--- src/rtl/adc_cfg_pkg.sv ---
// Shared definitions for the per-ADC configuration sequencer: FSM state encoding,
// default ADC count, default chip-select gap and the width of the ADC index.
package adc_cfg_pkg;

  localparam int NUM_ADC_DEF    = 12;
  localparam int GAP_CYCLES_DEF = 4;
  localparam int ADC_IDX_W      = 4;

  typedef enum logic [2:0] {
    ST_IDLE   = 3'd0,
    ST_SCAN   = 3'd1,
    ST_PULSE  = 3'd2,
    ST_ARM    = 3'd3,
    ST_WAIT   = 3'd4,
    ST_GAP    = 3'd5,
    ST_FINISH = 3'd6
  } state_t;

endpackage

--- src/rtl/adc_lsb_pick.sv ---
// Combinational priority encoder: index of the lowest set bit of pend, plus a valid flag.
module adc_lsb_pick
  import adc_cfg_pkg::*;
#(
  parameter int N = NUM_ADC_DEF
) (
  input  logic [N-1:0]         pend,
  output logic [ADC_IDX_W-1:0] idx,
  output logic                 vld
);

  // Scan from the top so the last hit (lowest index) wins.
  always_comb begin
    idx = '0;
    vld = 1'b0;
    for (int i = N - 1; i >= 0; i--) begin
      if (pend[i]) begin
        idx = ADC_IDX_W'(i);
        vld = 1'b1;
      end
    end
  end

endmodule

--- src/rtl/adc_cfg_sequencer.sv ---
// Walks an ADC enable mask one chip at a time through the serial config engine.
// Optional ADC_SEQ_TIMEOUT_EN adds a per-ADC timeout that flags stuck ADCs in FAIL_MASK.
module adc_cfg_sequencer
  import adc_cfg_pkg::*;
#(
  parameter int NUM_ADC    = NUM_ADC_DEF,
  parameter int GAP_CYCLES = GAP_CYCLES_DEF,
  parameter int TMO_WIDTH  = 16
) (
  input  logic                 CLK,
  input  logic                 RST,
  input  logic                 START,
  input  logic                 ABORT,
  input  logic [NUM_ADC-1:0]   EN_MASK,
  input  logic                 CFG_DONE,
  output logic                 CFG_INIT,
  output logic [NUM_ADC-1:0]   CFG_MASK,
  output logic [ADC_IDX_W-1:0] CUR_ADC,
  output logic                 BUSY,
  output logic                 SEQ_DONE,
  output logic [NUM_ADC-1:0]   FAIL_MASK
);

  localparam int GAP_W = $clog2(GAP_CYCLES + 1);

  if (NUM_ADC < 1 || NUM_ADC > 16 || GAP_CYCLES < 1 || TMO_WIDTH < 1) begin : g_bad_param
    $error("adc_cfg_sequencer: parameter out of range");
  end

  state_t                 state;
  logic [NUM_ADC-1:0]     pend;
  logic [GAP_W-1:0]       gap_cnt;
  logic [ADC_IDX_W-1:0]   pick_idx;
  logic                   pick_vld;
  logic [NUM_ADC-1:0]     pick_bit;
  logic [NUM_ADC-1:0]     cur_bit;
`ifdef ADC_SEQ_TIMEOUT_EN
  logic [TMO_WIDTH-1:0]   tmo_cnt;
`endif

  adc_lsb_pick #(.N(NUM_ADC)) u_pick (
    .pend (pend),
    .idx  (pick_idx),
    .vld  (pick_vld)
  );

  assign pick_bit = NUM_ADC'(1) << pick_idx;
  assign cur_bit  = NUM_ADC'(1) << CUR_ADC;

  always_ff @(posedge CLK) begin
    if (RST) begin
      state     <= ST_IDLE;
      pend      <= '0;
      gap_cnt   <= '0;
      CFG_INIT  <= 1'b0;
      CFG_MASK  <= '0;
      CUR_ADC   <= '0;
      BUSY      <= 1'b0;
      SEQ_DONE  <= 1'b0;
      FAIL_MASK <= '0;
`ifdef ADC_SEQ_TIMEOUT_EN
      tmo_cnt   <= '0;
`endif
    end else begin
      CFG_INIT <= 1'b0;
      case (state)
        ST_IDLE: begin
          if (START) begin
            pend      <= EN_MASK;
            FAIL_MASK <= '0;
            SEQ_DONE  <= 1'b0;
            BUSY      <= 1'b1;
            state     <= ST_SCAN;
          end
        end
        ST_SCAN: begin
          if (ABORT || !pick_vld) begin
            pend  <= '0;
            state <= ST_FINISH;
          end else begin
            CUR_ADC  <= pick_idx;
            CFG_MASK <= pick_bit;
            pend     <= pend & ~pick_bit;
            state    <= ST_PULSE;
          end
        end
        ST_PULSE: begin
          CFG_INIT <= 1'b1;
`ifdef ADC_SEQ_TIMEOUT_EN
          tmo_cnt  <= '0;
`endif
          state    <= ST_ARM;
        end
        // A DONE that is already high must be seen low before it counts as completion.
        ST_ARM, ST_WAIT: begin
`ifdef ADC_SEQ_TIMEOUT_EN
          if (tmo_cnt != '1) tmo_cnt <= tmo_cnt + TMO_WIDTH'(1);
`endif
          if (ABORT) begin
            FAIL_MASK <= FAIL_MASK | cur_bit;
            pend      <= '0;
            gap_cnt   <= '0;
            state     <= ST_GAP;
          end
`ifdef ADC_SEQ_TIMEOUT_EN
          else if (tmo_cnt == '1) begin
            FAIL_MASK <= FAIL_MASK | cur_bit;
            gap_cnt   <= '0;
            state     <= ST_GAP;
          end
`endif
          else if (state == ST_ARM) begin
            if (!CFG_DONE) state <= ST_WAIT;
          end else if (CFG_DONE) begin
            gap_cnt <= '0;
            state   <= ST_GAP;
          end
        end
        ST_GAP: begin
          CFG_MASK <= '0;
          if (ABORT) pend <= '0;
          if (gap_cnt == GAP_W'(GAP_CYCLES - 1)) begin
            state <= ST_SCAN;
          end else begin
            gap_cnt <= gap_cnt + GAP_W'(1);
          end
        end
        ST_FINISH: begin
          BUSY     <= 1'b0;
          SEQ_DONE <= 1'b1;
          state    <= ST_IDLE;
        end
        default: state <= ST_IDLE;
      endcase
    end
  end

endmodule

--- config.mk ---
export PLATFORM = sky130hd
export DESIGN_NAME = adc_cfg_sequencer
export DESIGN_NICKNAME = d
export VERILOG_FILES = /design/src/rtl/adc_cfg_pkg.sv /design/src/rtl/adc_lsb_pick.sv /design/src/rtl/adc_cfg_sequencer.sv
export SDC_FILE = /design/constraint.sdc
export NUM_CORES = 1
export LEC_CHECK = 0
export BUFFER_PORTS_ARGS = -buffer_cell sky130_fd_sc_hd__buf_2
export CORE_AREA = 2 2 85 87
export CTS_BUF_LIST = sky130_fd_sc_hd__clkbuf_4 sky130_fd_sc_hd__clkbuf_8
export DETAILED_ROUTE_END_ITERATION = 7
export DIE_AREA = 0 0 87 89
export PLACE_DENSITY = 0.5
export SYNTH_ARGS = -nofsm -noshare
export SYNTH_HDL_FRONTEND = slang
export SYNTH_SLANG_ARGS = --single-unit
--- constraint.sdc ---
create_clock -name CLK -period 3.69 [get_ports CLK]
set_input_delay 0.1845 -clock CLK [delete_from_list [all_inputs] [get_ports CLK]]
set_output_delay 0.1845 -clock CLK [all_outputs]
set_load 0.01 [all_outputs]
Word level (Yosys, flattened, before mapping)
Cells that the tools add are included.
{"block": "totals", "register_bits": 49, "out_inout_bits": 31, "inputBits": 17}
{"block": "classes", "add_sub_neg": 1, "n_eq_ne": 17, "shift": 2, "bitwise": 4, "reduce_logical": 17, "muxes": 51}
{"cell": "$mux W12", "n": 6}
{"cell": "$mux W4", "n": 12}
{"cell": "$pmux W12 S2", "n": 2}
{"cell": "$pmux W12 S3", "n": 1}
{"cell": "$mux W3", "n": 11}
{"cell": "$shl A1 B4 Y12 const A", "n": 2}
{"cell": "$mux W1", "n": 15}
{"cell": "$pmux W3 S5", "n": 1}
{"cell": "$and A12 B12 Y12", "n": 1}
{"cell": "$not A12 Y12", "n": 1}
{"cell": "$or A12 B12 Y12", "n": 1}
{"cell": "$ne A2 B2 Y1 const B", "n": 5}
{"cell": "$eq A3 B2 Y1 const B", "n": 3}
{"cell": "$eq A3 B3 Y1 const B", "n": 3}
{"cell": "$ne A4 B4 Y1 const B", "n": 2}
{"cell": "$reduce_and A4 Y1", "n": 2}
{"cell": "$reduce_bool A2 Y1", "n": 4}
{"cell": "$ne A3 B3 Y1 const B", "n": 2}
{"cell": "$pmux W3 S2", "n": 1}
{"cell": "$reduce_and A2 Y1", "n": 3}
{"cell": "$reduce_and A3 Y1", "n": 2}
{"cell": "$pmux W1 S2", "n": 2}
{"cell": "$add A3 B1 Y3 const B", "n": 1}
{"cell": "$eq A3 B1 Y1 const B", "n": 1}
{"cell": "8 further kinds", "n": 8}

Logic depth before layout (Yosys ltp)
{"block": "logic_depth", "word_depth": 17, "ltp_mapped": 7}

Hierarchy
From an unflattened synthesis, not the netlist that was laid out.
{"block": "unflattened", "hier_cells": 270, "hier_area_um2": 2424.8}
{"mod": "adc_cfg_sequencer", "area_each_um2": 2296.0, "cells_each": 248, "instances": 1}
{"mod": "adc_lsb_pick", "area_each_um2": 128.9, "cells_each": 22, "instances": 1}

Worst setup path before layout
OpenSTA, ideal clock, no wires.
{"block": "synth_path", "path_type": "register to register", "from": "register state[0]", "to": "register CFG_MASK[1]", "n_path_buf": 2, "required_ps": 3573, "t_arrival_ps": 1677, "path_stages_with_launch": 7, "synth_period_minus_slack_ps": 1794, "setup_slack_ps": 1896, "cell_sequence": "dfxtp_1 > buf_6 > or3b_4 > a311oi_4 > a211oi_2 > buf_2 > a32o_1"}
{"block": "synth_via", "elab_chain_cells": 3, "word_cells_on_any_way": 6}
{"element": "start, declared", "line_no": "adc_cfg_sequencer.sv:30", "text": "state_t state;"}
{"element": "start signal, assigned", "line_no": "adc_cfg_sequencer.sv:52", "text": "state <= ST_IDLE;"}
{"element": "start signal, assigned", "line_no": "adc_cfg_sequencer.sv:73", "text": "state <= ST_SCAN;"}
{"element": "start signal, assigned", "line_no": "adc_cfg_sequencer.sv:79", "text": "state <= ST_FINISH;"}
{"element": "$eq A3 B1 Y1 / $eq A3 B3 Y1 (equally long branches)", "line_no": "adc_cfg_sequencer.sv:66", "text": "case (state)"}
{"element": "$ne A2 B2 Y1 (no source line) / $reduce_bool A2 Y1 (equally long branches)"}
{"element": "$reduce_and A2 Y1 (no source line)"}
{"element": "end signal, assigned", "line_no": "adc_cfg_sequencer.sv:82", "text": "CFG_MASK <= pick_bit;"}
{"element": "end, declared", "line_no": "adc_cfg_sequencer.sv:17", "text": "output logic [NUM_ADC-1:0] CFG_MASK,"}
Several ways; a longest one is shown, not always the timed one.
A chain may end at the register's enable or synchronous reset.

Worst setup path in the final report
{"block": "layout_path", "from": "register state[0]", "to": "register CFG_MASK[4]"}
The elaborated chain is that of the path after synthesis.

==> reports/qor.yml <==
std_cell_rows: 30
post_synthesis_instance_total: 268
cts_h_tree_depth: 2
die_area_sq_mm: 0.007743
area_growth_pct: 16.48
ant_nets: 0
worstSetupStartpointType: "flip-flop"
drive_gt1_share_pct: 23.38
initial_utilization_pct: 34.69
antenna-diode-count: 0
detail_route.vias_per_cell: 5.412
final_cell_count_no_fill: 388
synth_edf_count: 0
finalWorstPathRequiredPeriod_ps: 2240
ctsLongestPathBuffers: 2
dominantRegCellSynth: "sky130_fd_sc_hd__dfxtp_1"
cts_post_setup_buffers_inserted: 0
ys_seq_area_share_pct: 42.08
rsz0062_at_grt: "false"
max_freq_ghz: 0.4464
core_region_area_sq_mm: 0.006719
clock_transition_at_the_registers_of_the_reported_paths_ps: 90
dpl.hpwl_microns: 4128
finalSetupViolCount: 0
worstHoldPathType: "primary input to flip-flop"
clkLatencyLatePin_ps: 300
track_usage_pct: 15.60
pin_count_of_the_biggest_net_entering_global_routing: 23
hold_ws_ps: 77.08
finalClockSkew_ps: 5.131
final_min_period_over_clock_period_pct: 60.71
drc: 0
cells_taking_the_most_area_after_synthesis: "sky130_fd_sc_hd__dfxtp_1, sky130_fd_sc_hd__nor2_1, sky130_fd_sc_hd__nand2_1, sky130_fd_sc_hd__a31oi_1, sky130_fd_sc_hd__a21oi_1"
grt_remaining_overflow: 0
leakage_nw: 1.090
postSynthNetCount: 287
port_buffers: 47
timing.critical_path.buf_inv: 0
crit_path_cell_trace: "or3b_4 -> a311oi_4 -> a211oi_2 -> a22o_1"
critPathArrivalTime_ps: 2440
slowest_delay_ps: 690
synth_top_cell_area_share_pct: 42.08
cts-hold-fix-buffers: 0
tightest_slew_ps: 1033
grt_pass1_wl_microns: 9646
tritoncts: "built"
drt-pass1-iter-count: 4
critical_path.slowest_cell: "sky130_fd_sc_hd__dfxtp_1"
synthesis.yosys.warnings: 0
crit_family: "compound AO/OA/AOI/OAI gates"
synth_seq_cells: 49
routabilityCongestion: 0.7817
synth.cell_area_sq_mm: 0.002331
report.final.slew_viol_count: 0
critPathMaxFanout: 19
first_global_vias: 1927
power.density_cell_area_mw_per_mm2: 548.6
numPlacedInstances: 380
numCtsBuffers: 5
avgSynthCellArea_sq_um: 8.698
post_cts_resize_count: 0
route.vias.total: 2100
endpoint_kind: "flip-flop"
synth.largest_area_cell: "sky130_fd_sc_hd__dfxtp_1"
wire_length_per_cell_after_detailed_routing_microns: 15.01
hold_violations: 0
most_frequent_standard_cell_in_the_layout_excluding_fill_and_tap_cells: "sky130_fd_sc_hd__dfxtp_1"
final_cell_mix: "sky130_fd_sc_hd__dfxtp_1, sky130_fd_sc_hd__buf_2, sky130_fd_sc_hd__nor2_1"
synthArstFlopShare_pct: 0
grt_antenna_before_repair: 0
post-layout-total-power_w: 0.001489
drt-initial-drc-count: 99
max_slew_margin_vs_limit_pct: 30.04
ctsRootBufferMaster: "sky130_fd_sc_hd__clkbuf_8"
routed_wl_microns: 5822
floorplan_die_width_microns: 87
critPathRequiredTime_ps: 3890
ir_worst_vdd_uv: 195.7
setup.worst_path.class: "flip-flop to flip-flop"
final_net_count: 326
cts_num_sinks: 49
floorplan.die.height_microns: 89
synth.distinct_cells: 54
status: "finished, final reports clean"
timing.max_cap.violations: 0
top_level_ports: 48
setup-tns-final_ps: 0
[cell families after synthesis]
group | Yosys count | synth area share, %
AOI/OAI and AO/OA | 82 | 25.93
adders and majority gates | 2 | 1.073
buffers and inverters | 27 | 5.153
DFF | 49 | 42.08
muxes | 4 | 1.771
and+or+nand+nor | 104 | 23.99
[state kept, by name (all words and copies together) (netlist names)]
register	count
CFG_MASK	12
CUR_ADC	4
gap_cnt	3
CFG_INIT	1
SEQ_DONE	1
FAIL_MASK	12
BUSY	1
pend	12
state	3
[area by class of cell]
type,count,area [sq um]
fill,702,4004
multi-input combinational,192,1230
sequential,49,980.9
timing repair buffer,48,242.7
tap,80,100.1
clock buffer,6,82.58
inverter,11,41.29
clock inverter,2,37.54
[power breakdown]
part | leakage, nW | switching, W | internal [W] | total (W)
clock | 0.0574 | 0.000186 | 0.000221 | 0.000407
sequential | 0.397 | 0.0000829 | 0.000568 | 0.000651
combinational | 0.635 | 0.000274 | 0.000157 | 0.000431
total | 1.09 | 0.000543 | 0.000946 | 0.00149
[per-layer routing]
metal  share of wire [%]  global-route usage [%]
met5                   0                       0
met3                 5.8                   3.786
met1                  50                   22.52
met2                  44                   23.39
met4                0.74                   3.835
[Yosys cell counts (2+ instances only)]
cell type / count
sky130_fd_sc_hd__a221o_1: 5
sky130_fd_sc_hd__nor3_1: 8
sky130_fd_sc_hd__dfxtp_1: 49
sky130_fd_sc_hd__o21ai_0: 12
sky130_fd_sc_hd__nor4_4: 3
sky130_fd_sc_hd__inv_1: 11
sky130_fd_sc_hd__a211oi_1: 2
sky130_fd_sc_hd__o21ai_2: 2
sky130_fd_sc_hd__clkbuf_1: 7
sky130_fd_sc_hd__nor4_2: 2
sky130_fd_sc_hd__nand3b_1: 2
sky130_fd_sc_hd__nand4b_1: 2
sky130_fd_sc_hd__nor3b_1: 4
sky130_fd_sc_hd__a22o_1: 7
sky130_fd_sc_hd__mux2i_1: 3
sky130_fd_sc_hd__o41ai_1: 2
sky130_fd_sc_hd__a32o_1: 2
sky130_fd_sc_hd__or3_1: 2
sky130_fd_sc_hd__o311ai_0: 2
sky130_fd_sc_hd__a31oi_1: 12
sky130_fd_sc_hd__nand2_1: 25
sky130_fd_sc_hd__ha_1: 2
sky130_fd_sc_hd__buf_2: 6
sky130_fd_sc_hd__nand2b_1: 5
sky130_fd_sc_hd__a31o_2: 2
sky130_fd_sc_hd__nor2b_1: 3
sky130_fd_sc_hd__a22oi_1: 3
sky130_fd_sc_hd__o31ai_1: 5
sky130_fd_sc_hd__a21oi_1: 13
sky130_fd_sc_hd__a221oi_1: 2
sky130_fd_sc_hd__nor2_1: 40
[worst reg2reg max path: stages (launching register included)]
cell and delay [ps]:
sky130_fd_sc_hd__dfxtp_1 690, sky130_fd_sc_hd__or3b_4 480, sky130_fd_sc_hd__a311oi_4 450, sky130_fd_sc_hd__a211oi_2 220
sky130_fd_sc_hd__a22o_1 300
[metrics by stage]
step | util, % | area (sq um) | setup slack (ps)
after floorplan | - | 2331 | 1896
after global placement | 38.62 | 2595 | 1472
after detailed placement | 38.62 | 2595 | 1470
after CTS | 40.41 | 2715 | 1439
after global routing | 40.41 | 2715 | 1267
final | 40.41 | 2715 | 1450
[final timing paths]
kind,cells after the start,slack [ps],startpoint,end
max reg2reg,4,1450,state[0]$_SDFFE_PP0P_,CFG_MASK[4]$_SDFFE_PP0P_
max,4,1450,state[0]$_SDFFE_PP0P_,CFG_MASK[4]$_SDFFE_PP0P_
min,3,80,EN_MASK[7],pend[7]$_SDFFE_PP0P_
min reg2reg,2,460,CFG_MASK[2]$_SDFFE_PP0P_,CFG_MASK[2]$_SDFFE_PP0P_
Note: power is estimated with default switching activity, not from simulation.
